--- config.mk ---
export PLATFORM = sky130hd
export DESIGN_NAME = mc_controller
export DESIGN_NICKNAME = d
export VERILOG_FILES = /design/src/rtl/mc_controller.sv
export SDC_FILE = /design/constraint.sdc
export NUM_CORES = 1
export LEC_CHECK = 0
export CORE_ASPECT_RATIO = 1.25
export CORE_MARGIN = 1.5
export CORE_UTILIZATION = 40
export CTS_CLUSTER_DIAMETER = 60
export CTS_CLUSTER_SIZE = 25
export DETAILED_ROUTE_END_ITERATION = 10
export GPL_TIMING_DRIVEN = 0
export PLACE_DENSITY = 0.85
export RECOVER_POWER = 100
export SYNTH_ARGS = -nofsm -noshare
export SYNTH_HDL_FRONTEND = slang
export SYNTH_SLANG_ARGS = --single-unit
--- constraint.sdc ---
create_clock -name clk -period 2.6 [get_ports clk]
set_input_delay 0.26 -clock clk [delete_from_list [all_inputs] [get_ports clk]]
set_output_delay 0.26 -clock clk [all_outputs]
set_load 0.03 [all_outputs]
--- src/rtl/mc_controller.sv ---
// mc_controller: multi-cycle LEGv8-subset control FSM with retired-instruction counter and sticky illegal flag
module mc_controller #(
    parameter int CNT_W = 32
) (
    input  logic             clk,
    input  logic             reset_n,
    input  logic [31:0]      instr,
    input  logic             zero,
    input  logic             mem_ready,
    output logic             memRead,
    output logic             memWrite,
    output logic             irWrite,
    output logic             pcWrite,
    output logic             pcSrc,
    output logic             regWrite,
    output logic             memtoReg,
    output logic             reg2loc,
    output logic             aluSrc,
    output logic [1:0]       aluOp,
    output logic [3:0]       state,
    output logic [CNT_W-1:0] instret,
    output logic             illegal
);
    localparam logic [3:0] FETCH  = 4'd0;
    localparam logic [3:0] DECODE = 4'd1;
    localparam logic [3:0] MEMADR = 4'd2;
    localparam logic [3:0] MEMRD  = 4'd3;
    localparam logic [3:0] MEMWB  = 4'd4;
    localparam logic [3:0] MEMWR  = 4'd5;
    localparam logic [3:0] EXEC   = 4'd6;
    localparam logic [3:0] ALUWB  = 4'd7;
    localparam logic [3:0] BRANCH = 4'd8;

    logic [3:0]       state_q, state_d;
    logic [CNT_W-1:0] instret_q, instret_d;
    logic             illegal_q, illegal_d;
    logic [10:0]      opcode;
    logic             is_mem, is_cbz, is_rtype, retire, unused_bits;

    assign opcode      = instr[31:21];
    assign is_mem      = (opcode == 11'b11111000010) || (opcode == 11'b11111000000);
    assign is_cbz      = instr[31:24] == 8'b10110100;
    assign is_rtype    = opcode inside {11'b10001011000, 11'b11001011000, 11'b10001010000, 11'b10101010000};
    assign unused_bits = ^instr[20:0];
    assign state       = state_q;
    assign instret     = instret_q;
    assign illegal     = illegal_q;

    always_ff @(posedge clk or negedge reset_n) begin
        if (!reset_n) begin
            state_q   <= FETCH;
            instret_q <= '0;
            illegal_q <= 1'b0;
        end else begin
            state_q   <= state_d;
            instret_q <= instret_d;
            illegal_q <= illegal_d;
        end
    end

    always_comb begin
        state_d   = FETCH;
        retire    = 1'b0;
        illegal_d = illegal_q;
        case (state_q)
            FETCH:  state_d = mem_ready ? DECODE : FETCH;
            DECODE: begin
                state_d   = is_mem ? MEMADR : is_cbz ? BRANCH : is_rtype ? EXEC : FETCH;
                illegal_d = illegal_q | ~(is_mem | is_cbz | is_rtype);
            end
            MEMADR: state_d = instr[22] ? MEMRD : MEMWR;
            MEMRD:  state_d = mem_ready ? MEMWB : MEMRD;
            MEMWR:  begin
                state_d = mem_ready ? FETCH : MEMWR;
                retire  = mem_ready;
            end
            EXEC:   state_d = ALUWB;
            MEMWB, ALUWB, BRANCH: retire = 1'b1;
            default: state_d = FETCH;
        endcase
        instret_d = instret_q + CNT_W'(retire);
    end

    always_comb begin
        memRead  = 1'b0;
        memWrite = 1'b0;
        irWrite  = 1'b0;
        pcWrite  = 1'b0;
        pcSrc    = 1'b0;
        regWrite = 1'b0;
        memtoReg = 1'b0;
        reg2loc  = 1'b0;
        aluSrc   = 1'b0;
        aluOp    = 2'b00;
        if (reset_n) begin
            case (state_q)
                FETCH:  begin
                    memRead = 1'b1;
                    irWrite = mem_ready;
                    pcWrite = mem_ready;
                end
                MEMADR: aluSrc = 1'b1;
                MEMRD:  begin
                    memRead = 1'b1;
                    aluSrc  = 1'b1;
                end
                MEMWB:  begin
                    regWrite = 1'b1;
                    memtoReg = 1'b1;
                end
                MEMWR:  begin
                    memWrite = 1'b1;
                    reg2loc  = 1'b1;
                    aluSrc   = 1'b1;
                end
                EXEC:   aluOp = 2'b10;
                ALUWB:  regWrite = 1'b1;
                BRANCH: begin
                    reg2loc = 1'b1;
                    aluOp   = 2'b01;
                    pcSrc   = 1'b1;
                    pcWrite = zero;
                end
                default: ;
            endcase
        end
    end
endmodule

[Yosys cells after proc, flatten, opt, wreduce, memory -nomap -nowiden]
Index checks and enable logic that the tools add are counted.
Storage, ports and cells
  bits in registers: 37
  latch bits: 0
  RAM bits: 0
  bits in read-only memories: 0
  input port bits: 36
  output and inout bits: 48
  word-level logic and storage cells: 60
  memories: 0
Cells by class
  $add $sub $neg: 1
  multipliers: 0
  divide/modulo/power cells: 0
  $lt $le $gt $ge: 0
  equality and inequality tests: 15
  shift-type cells: 0
  multiplexer cells: 29
  bitwise gates (word level): 4
  reductions and logical operators: 8
Operators by type and width (count)
  $eq 11x11->1 const B: 6
  $add 32x1->32: 1
  $pmux 4 s6: 1
  $mux 1: 18
  $eq 4x3->1 const B: 4
  $mux 3: 4
  $eq 4x2->1 const B: 2
  $eq 8x8->1 const B: 1
  $mux 4: 2
  $reduce_or 2->1: 3
  $reduce_or 3->1: 2
  $eq 4x1->1 const B: 1
  $eq 4x4->1 const B: 1
  $logic_not 4->1: 1
  $pmux 1 s2: 2
  $pmux 2 s2: 1
  $reduce_bool 4->1: 1
  $or 1x1->1: 3
  $mux 2: 1
  $logic_or 1x1->1: 1
  $not 1->1: 1

[Depth between registers and ports, before layout]
Gate-level depths: netlist of the first run.
  word-level depth: 6
  depth in mapped cells: 10
  mapped depth without buffers: 9

[Worst setup path after synthesis of the first run]
OpenSTA, ideal clock, no wires.
  path type: reg2reg
  start: reg state_q[2], in the netlist state[2]
  end: reg instret_q[30], in the netlist instret[30]
  setup time: 0.133 ns
  arrival: 2.479 ns
  required time: 2.467 ns
  path slack: -0.013 ns
  stages on the path, launching flop included: 11
  path buffers: 1
  period minus slack after synthesis: 2.613 ns
  cell sequence: dfrtp_1 > clkbuf_1 > nor2b_1 > a21oi_1 > a211oi_1 > ha_1 > ha_1 > nand2_1 > nor4_1 > nand4_1 > xnor2_1
On the way
  longest elaborated chain between the ends: 4
  elaborated cells on any way between the ends: 7
  those cells by class: add/sub: 1; eq/ne: 4; mux: 1; reduce/logical: 1
RTL lines
  from (decl): line 34  | logic [3:0] state_q, state_d;
  from (signal assigned): line 55  | state_q <= state_d;
  $eq 4x3->1 or $eq 4x4->1 (tied branches): line 65  | case (state_q)
  $reduce_or 3->1: line 65
  $pmux 1 s2 *: line 65
  $add 32x1->32 *: line 81  | instret_d = instret_q + CNT_W'(retire);
  net instret_d[30]: line 35  | logic [CNT_W-1:0] instret_q, instret_d;
  to (signal assigned): line 56  | instret_q <= instret_d;
  to (decl): line 35
Mark *: on every way through the listed nets, which the timed path passes. The rest lies on a longest branch.
A chain may end at the register's enable or synchronous reset.

[Worst setup path after layout of the first run]
  start: reg state_q[2], in the netlist state[2]
  end: reg instret_q[27], in the netlist instret[27]
Same word-level chain as after synthesis.

==> results of run 1 <==
timing repair:
action,4_1_cts,5_1_grt
hold endpoints to repair,0,0
hold buffers,0,0
endpoints found under the setup margin,20,13
resized for setup,4,5
through the flow:
step / cells / TNS, ns
global placement: 304 / -9.99
CTS: 311 / 0
global route: 311 / -0.307
detailed placement: 304 / -2.02
floorplan: 184 / 0
finish: 311 / 0
cells in the mapped netlist (4+ instances only):
cell	n	area share
sky130_fd_sc_hd__clkbuf_1	4	0.0080
sky130_fd_sc_hd__nand2_1	16	0.032
sky130_fd_sc_hd__nor2b_1	4	0.013
sky130_fd_sc_hd__xor2_1	12	0.056
sky130_fd_sc_hd__nand3_1	12	0.032
sky130_fd_sc_hd__nor3_1	6	0.016
sky130_fd_sc_hd__a21oi_1	4	0.011
sky130_fd_sc_hd__xnor2_1	18	0.084
sky130_fd_sc_hd__nor2_1	10	0.020
sky130_fd_sc_hd__and2_1	5	0.017
sky130_fd_sc_hd__dfrtp_1	37	0.49
sky130_fd_sc_hd__nand4_1	7	0.023
sky130_fd_sc_hd__and3_1	5	0.017
sky130_fd_sc_hd__inv_1	5	0.010
sky130_fd_sc_hd__and4_1	5	0.023
sky130_fd_sc_hd__nor4_1	5	0.017
worst paths after layout:
check                      slack, ns                    end                  start
hold reg to reg                 0.46  instret[31]$_DFF_PN0_  instret[31]$_DFF_PN0_
max in group asynchronous       1.98     state[3]$_DFF_PN0_                reset_n
setup / recovery                0.07  instret[27]$_DFF_PN0_     state[2]$_DFF_PN0_
setup reg to reg                0.07  instret[27]$_DFF_PN0_     state[2]$_DFF_PN0_
hold / removal                  0.07  instret[29]$_DFF_PN0_                reset_n
min in group clk                0.46  instret[31]$_DFF_PN0_  instret[31]$_DFF_PN0_
registers in the layout (all words and copies together) (netlist names):
register / count
illegal: 1
instret: 32
state: 4
power breakdown:
part           internal, mW  leakage, nW  switching (mW)
sequential            0.582        0.505         0.00811
clock                 0.313       0.0585           0.201
combinational        0.0418        0.734          0.0542
per-layer routing:
metal / global-route usage / wire [um]
met5: 0 / 0
met4: 0.100 / 101
met3: 0.0339 / 128
met2: 0.289 / 2210
met1: 0.220 / 1860
area by class of cell:
cell class | count | area, sq um | share of cell area
timing repair buffer | 62 | 618 | 0.227
inverter | 5 | 18.8 | 0.00689
buffer | 4 | 20.0 | 0.00735
sequential | 37 | 926 | 0.340
tap | 58 | 72.6 | 0.0266
clock buffer | 7 | 86.3 | 0.0317
clock inverter | 1 | 30.0 | 0.0110
multi-input combinational | 137 | 953 | 0.350
cell families (layout without fill, tap and decap cells):
group / after synthesis / after routing / synth area share
muxes: 2 / 2 / 0.0106
adders and majority gates: 2 / 2 / 0.0133
and+or+nand+nor: 92 / 92 / 0.287
xor gates and xnor gates: 30 / 30 / 0.140
buffers and inverters: 10 / 79 / 0.0220
DFF: 37 / 37 / 0.492
AOI/OAI and AO/OA: 11 / 11 / 0.0346
==> impl_summary.log, run 1 <==
INFO  metric die_height = 79.7 um
INFO  metric finalCriticalPeriod = 2.53 ns
INFO  metric fp.dieW = 64.3 um
INFO  metric worstSkewPairLatency = ~0.30 ns
INFO  metric cts_made_buffers = 5
INFO  metric slew_headroom = 0.427
INFO  metric grt_setup_unrepaired = true
INFO  metric fp-row-count = 27
INFO  metric gpl.final_weighted_congestion = roughly 0.86
INFO  metric vias_in_the_first_global_route = about 1,500
INFO  metric numPortBuffers = 62
INFO  metric sequential_fraction_of_the_synthesis_area = 0.492
INFO  metric detailed_placement_hpwl = 3120 um
INFO  metric die_area = roughly 5100 sq um
INFO  metric hold_viol = 0
INFO  metric run_status = finished clean
INFO  metric grtUsageTotal = 0.177
INFO  metric fin_crit_sh = 0.975
INFO  metric synth-edff-count = 0
INFO  metric number_of_instances_in_the_synthesized_netlist = between 150 and 200
INFO  metric antenna_found_initial = 0
INFO  metric fillCellCount = 385
INFO  metric io_pins = 84
INFO  metric placed_cell_area = roughly 2600 sq um
INFO  metric cp_cell_sequence = buf_2 > nor2b_1 > a21oi_1 > a211oi_1 > ha_1 > nand3_2 > or4_4 > nor4_1 > xor2_1
INFO  metric via_total_after_detailed_routing = 1,601
INFO  metric route.antenna.remaining_nets = 0
INFO  metric final_common_cell = sky130_fd_sc_hd__dfrtp_1
INFO  metric cp.depth = 9
INFO  metric dp_worst_setup_slack = -0.206 ns
INFO  metric totalWireLength = approximately 4300 um
INFO  metric detail_route.drc_violations = 0
INFO  metric grt.overflow.total = 0
INFO  metric slew_at_the_pin_with_the_worst_max_slew_slack = between 0.8 and 0.9 ns
INFO  metric ir_worst_vdd = 0.266 mV
INFO  metric async_reset_ff_frac = 1.00
INFO  metric worstSetupEndpointType = flop
INFO  metric rr_worst_depth = 9
INFO  metric synth_net_count = 222
INFO  metric ys_types = 40
INFO  metric drv_slew = 0
INFO  metric timing.hold.worst.class = input pin to async pin
INFO  metric post_synthesis_to_final_layout_area_growth = 44.9%
INFO  metric grt_max_degree = 43
INFO  metric count_of_buffers_added_by_post_cts_timing_repair_for_setup = 0
INFO  metric maximum_achievable_frequency = 0.395 GHz
INFO  metric number_of_maximum_capacitance_constraint_violations = 0
INFO  metric worst_setup_path_start_kind = flop
INFO  metric clock_skew = 0.00591 ns
INFO  metric firstDrtPassIters = 4
INFO  metric criticalPathCategory = flop to flop
INFO  metric clock_sinks = 37
INFO  metric htree_levels = 2
INFO  metric first_pass_grt_wire_length = 6970 um
INFO  metric clock_path_buffers = 2
INFO  metric cts_tree = done
INFO  metric p_leak = 1.30 nW
INFO  metric cp_slowest_cell = sky130_fd_sc_hd__or4_4
INFO  metric total_chip_power = roughly 1.2 mW
INFO  metric diodes = 0
INFO  metric cell_family_with_most_cp_delay = simple AND/OR/NAND/NOR gates
INFO  metric route.detailed.wl_per_inst = around 14 um
INFO  metric commonest_register_cell_after_synthesis = sky130_fd_sc_hd__dfrtp_1
INFO  metric mappedNetlistArea = 1880 sq um
INFO  metric layout.core_utilization = 0.611
INFO  metric ys_warn_count = 0
INFO  metric worst_path_required = roughly 2.8 ns
INFO  metric critical_path_arrival = 2.76 ns
INFO  metric fin_area = 2730 sq um
INFO  metric holdWs = 0.0676 ns
INFO  metric via_per_inst = 5.15
INFO  metric cts_root_buf = sky130_fd_sc_hd__clkbuf_8
INFO  metric yosys_register_bits = 37
INFO  metric final_cell_mix = sky130_fd_sc_hd__dfrtp_1, sky130_fd_sc_hd__clkdlybuf4s50_1, sky130_fd_sc_hd__dlygate4sd3_1
INFO  metric syn_area_per_cell = 10.2 sq um
INFO  metric dr.first_iter.drc_count = 100
INFO  metric critical_path_buf_inv_count = 1
INFO  metric pwr_density_cell = 440 nW/um^2
INFO  metric design.core.area = 4460 sq um
INFO  metric initial_core_util = 0.422
INFO  metric finalWorstSetupSlack = 0.0654 ns
INFO  metric setup_violations = 0
INFO  metric drive_gt1_frac = 0.0870
INFO  metric worst_path_largest_cell_delay = 0.59 ns
INFO  metric worst-path-max-fanout = 10
INFO  metric nNetsFinal = 290
INFO  metric clk_pin_slew_worst_paths = 0.07 ns
Power figures use the tool's default switching activity.
==> run 2, diff against run 1 <==
Settings changed: CELL_PAD_IN_SITES_DETAIL_PLACEMENT from default to 0, CELL_PAD_IN_SITES_GLOBAL_PLACEMENT from default to 2, CORE_UTILIZATION 40 to 24, PLACE_DENSITY 0.85 to 0.87.
==> run 2 against run 1 <==
  * Die area rose by 64%
  * Critical endpoint is now instret[29]$_DFF_PN0_
  * Sequential share of layout area down 1.0 points
  * Largest power group unchanged
  * Highest routed layer unchanged
  * Total power down 8.8%
==> impl_summary.log, run 2 (synthesized netlist as in run 1, its figures left out) <==
INFO  metric combPwrFrac = 0.096
INFO  metric layout.core_utilization = 0.376
INFO  metric dr.first_iter.drc_count = 42
INFO  metric die_area = 8380 sq um
INFO  metric final_common_cell = sky130_fd_sc_hd__clkdlybuf4s50_1
INFO  metric ir_worst_vdd = 0.179 mV
INFO  metric switching_share = 0.230
INFO  metric diodes = 0
INFO  metric clk_pin_slew_worst_paths = 0.07 ns
INFO  metric clock_sinks = 37
INFO  metric criticalPathCategory = flop to flop
INFO  metric setup_violations = 0
INFO  metric cts_root_buf = sky130_fd_sc_hd__clkbuf_8
INFO  metric route.antenna.remaining_nets = 0
INFO  metric cell_internal_pwr = 0.842 mW
INFO  metric grt_max_degree = 31
INFO  metric first_pass_grt_wire_length = about 7300 um
INFO  metric design.core.area = ~7500 sq um
INFO  metric grt.overflow.total = 0
INFO  metric grtUsageTotal = 0.112
INFO  metric via_total_after_detailed_routing = 1,564
INFO  metric drive_gt1_frac = 0.110
INFO  metric placedCellCount = ~340
INFO  metric fillCellCount = 743
INFO  metric worst-path-max-fanout = 10
INFO  metric total_chip_power = 1.09 mW
INFO  metric fp-row-count = 35
INFO  metric fin_area = around 2800 sq um
INFO  metric vias_in_the_first_global_route = ~1,600
INFO  metric maximum_achievable_frequency = 0.397 GHz
INFO  metric slew_headroom = 0.602
INFO  metric finalWorstSetupSlack = 0.0827 ns
INFO  metric worst_setup_path_start_kind = flop
INFO  metric count_of_buffers_added_by_post_cts_timing_repair_for_setup = 0
INFO  metric via_per_inst = 4.51
INFO  metric die_height = 102 um
INFO  metric antenna_found_initial = 0
INFO  metric grt_setup_unrepaired = true
INFO  metric critical_path_arrival = about 2.7 ns
INFO  metric io_pins = 84
INFO  metric run_status = finished clean
INFO  metric post_synthesis_to_final_layout_area_growth = 49.9%
INFO  metric numPortBuffers = 62
INFO  metric final_cell_mix = sky130_fd_sc_hd__clkdlybuf4s50_1, sky130_fd_sc_hd__dfrtp_1, sky130_fd_sc_hd__xnor2_1
INFO  metric cts_tree = done
INFO  metric placed_cell_area = around 2600 sq um
INFO  metric firstDrtPassIters = 4
INFO  metric detailed_placement_hpwl = 3320 um
INFO  metric detail_route.drc_violations = 0
INFO  metric hold_viol = 0
INFO  metric worstSetupEndpointType = flop
INFO  metric number_of_maximum_capacitance_constraint_violations = 0
INFO  metric htree_levels = 2
INFO  metric largest_register_ff_count = 32
INFO  metric worst_path_required = 2.80 ns
INFO  metric drv_slew = 0
INFO  metric clock_skew = 0.00669 ns
INFO  metric gpl.final_weighted_congestion = 0.751
INFO  metric clock_path_buffers = 2
INFO  metric worstSkewPairLatency = 0.28 ns
INFO  metric fp.dieW = 82.2 um
INFO  metric slew_at_the_pin_with_the_worst_max_slew_slack = between 0.5 and 0.6 ns
INFO  metric cts_made_buffers = 5
INFO  metric holdWs = 0.473 ns
INFO  metric net-switching-power = 0.252 mW
INFO  metric finalCriticalPeriod = 2.52 ns
INFO  metric power.sequential.fraction = 0.540
INFO  metric timing.hold.worst.class = flop to flop
INFO  metric register_area = 928 sq um
INFO  metric pwr_density_cell = 388 nW/um^2
INFO  metric accumulated_negative_setup_slack = 0 ns
INFO  metric totalWireLength = 4420 um
INFO  metric dp_worst_setup_slack = -0.260 ns
INFO  metric share_clk_of_total_power = 0.364
INFO  metric initial_core_util = 0.251
INFO  metric route.detailed.wl_per_inst = 12.7 um
INFO  metric multi_input_comb_area = ~990 sq um
INFO  metric p_leak = 1.23 nW
INFO  metric post_layout_nonfiller_instances = 347
INFO  metric nNetsFinal = slightly below 300
INFO  metric fin_crit_sh = 0.968
## run 2: cell count changes in the layout (fill, tap and decap cells not counted), moves of 2 or more
cell / previous run / this run
sky130_fd_sc_hd__dfrtp_2: 0 / 2
sky130_fd_sc_hd__dlygate4sd3_1: 27 / 2
sky130_fd_sc_hd__buf_2: 2 / 0
sky130_fd_sc_hd__nor4_1: 2 / 0
sky130_fd_sc_hd__clkdlybuf4s50_1: 33 / 61
sky130_fd_sc_hd__nor4_4: 1 / 3
sky130_fd_sc_hd__dfrtp_1: 37 / 35
## run 2: path summary, 6_finish.rpt
check / from / to / slack, ns / cells past startpoint
worst max-delay path: state[2]$_DFF_PN0_ / instret[29]$_DFF_PN0_ / 0.08 / 9
worst min-delay path: instret[31]$_DFF_PN0_ / instret[31]$_DFF_PN0_ / 0.47 / 1
worst max register to register: state[2]$_DFF_PN0_ / instret[29]$_DFF_PN0_ / 0.08 / 9
worst min register to register: instret[31]$_DFF_PN0_ / instret[31]$_DFF_PN0_ / 0.47 / 1
max in group asynchronous: reset_n / instret[19]$_DFF_PN0_ / 1.05 / 3
min in group asynchronous: reset_n / instret[30]$_DFF_PN0_ / 0.53 / 3
## run 2: layer usage
metal  wire length (um)  track usage
met5                  0            0
met4                 53       0.0469
met3                251       0.0286
met2               2170        0.181
met1               1950        0.141
## run 2: cell type report
cell class | count | share of cell area
plain buffers | 4 | 0.00799
clock buffers | 7 | 0.0306
inverters | 5 | 0.00666
multi-input cells | 137 | 0.352
flip-flops and latches | 37 | 0.329
well taps | 92 | 0.0408
repair buffers | 65 | 0.232
## run 2: critical path, cell delays in order (launching register included)
cell and delay (ns):
sky130_fd_sc_hd__dfrtp_1 0.37, sky130_fd_sc_hd__clkbuf_4 0.20, sky130_fd_sc_hd__nor2b_2 0.18, sky130_fd_sc_hd__a21oi_1 0.06, sky130_fd_sc_hd__a211oi_2 0.16, sky130_fd_sc_hd__ha_2 0.22, sky130_fd_sc_hd__nand3_2 0.15, sky130_fd_sc_hd__or4_4 0.64
sky130_fd_sc_hd__nor4_4 0.26, sky130_fd_sc_hd__xor2_1 0.19
## run 2: power groups by stage
stage,Sequential (mW),Clock [mW],Combinational (mW)
6_report,0.590,0.398,0.105
3_5_place_dp,0.601,0,0.105
3_3_place_gp,0.601,0,0.101
4_1_cts,0.590,0.419,0.108
5_1_grt,0.591,0.445,0.116
2_1_floorplan,0.615,0,0.0253
## run 2: what timing repair did
item,4_1_cts,5_1_grt
pin swaps,0,2
hold endpoints to repair,12,0
gates resized for setup,5,13
hold buffers,2,0
setup endpoints to repair,23,17
cloned,0,0
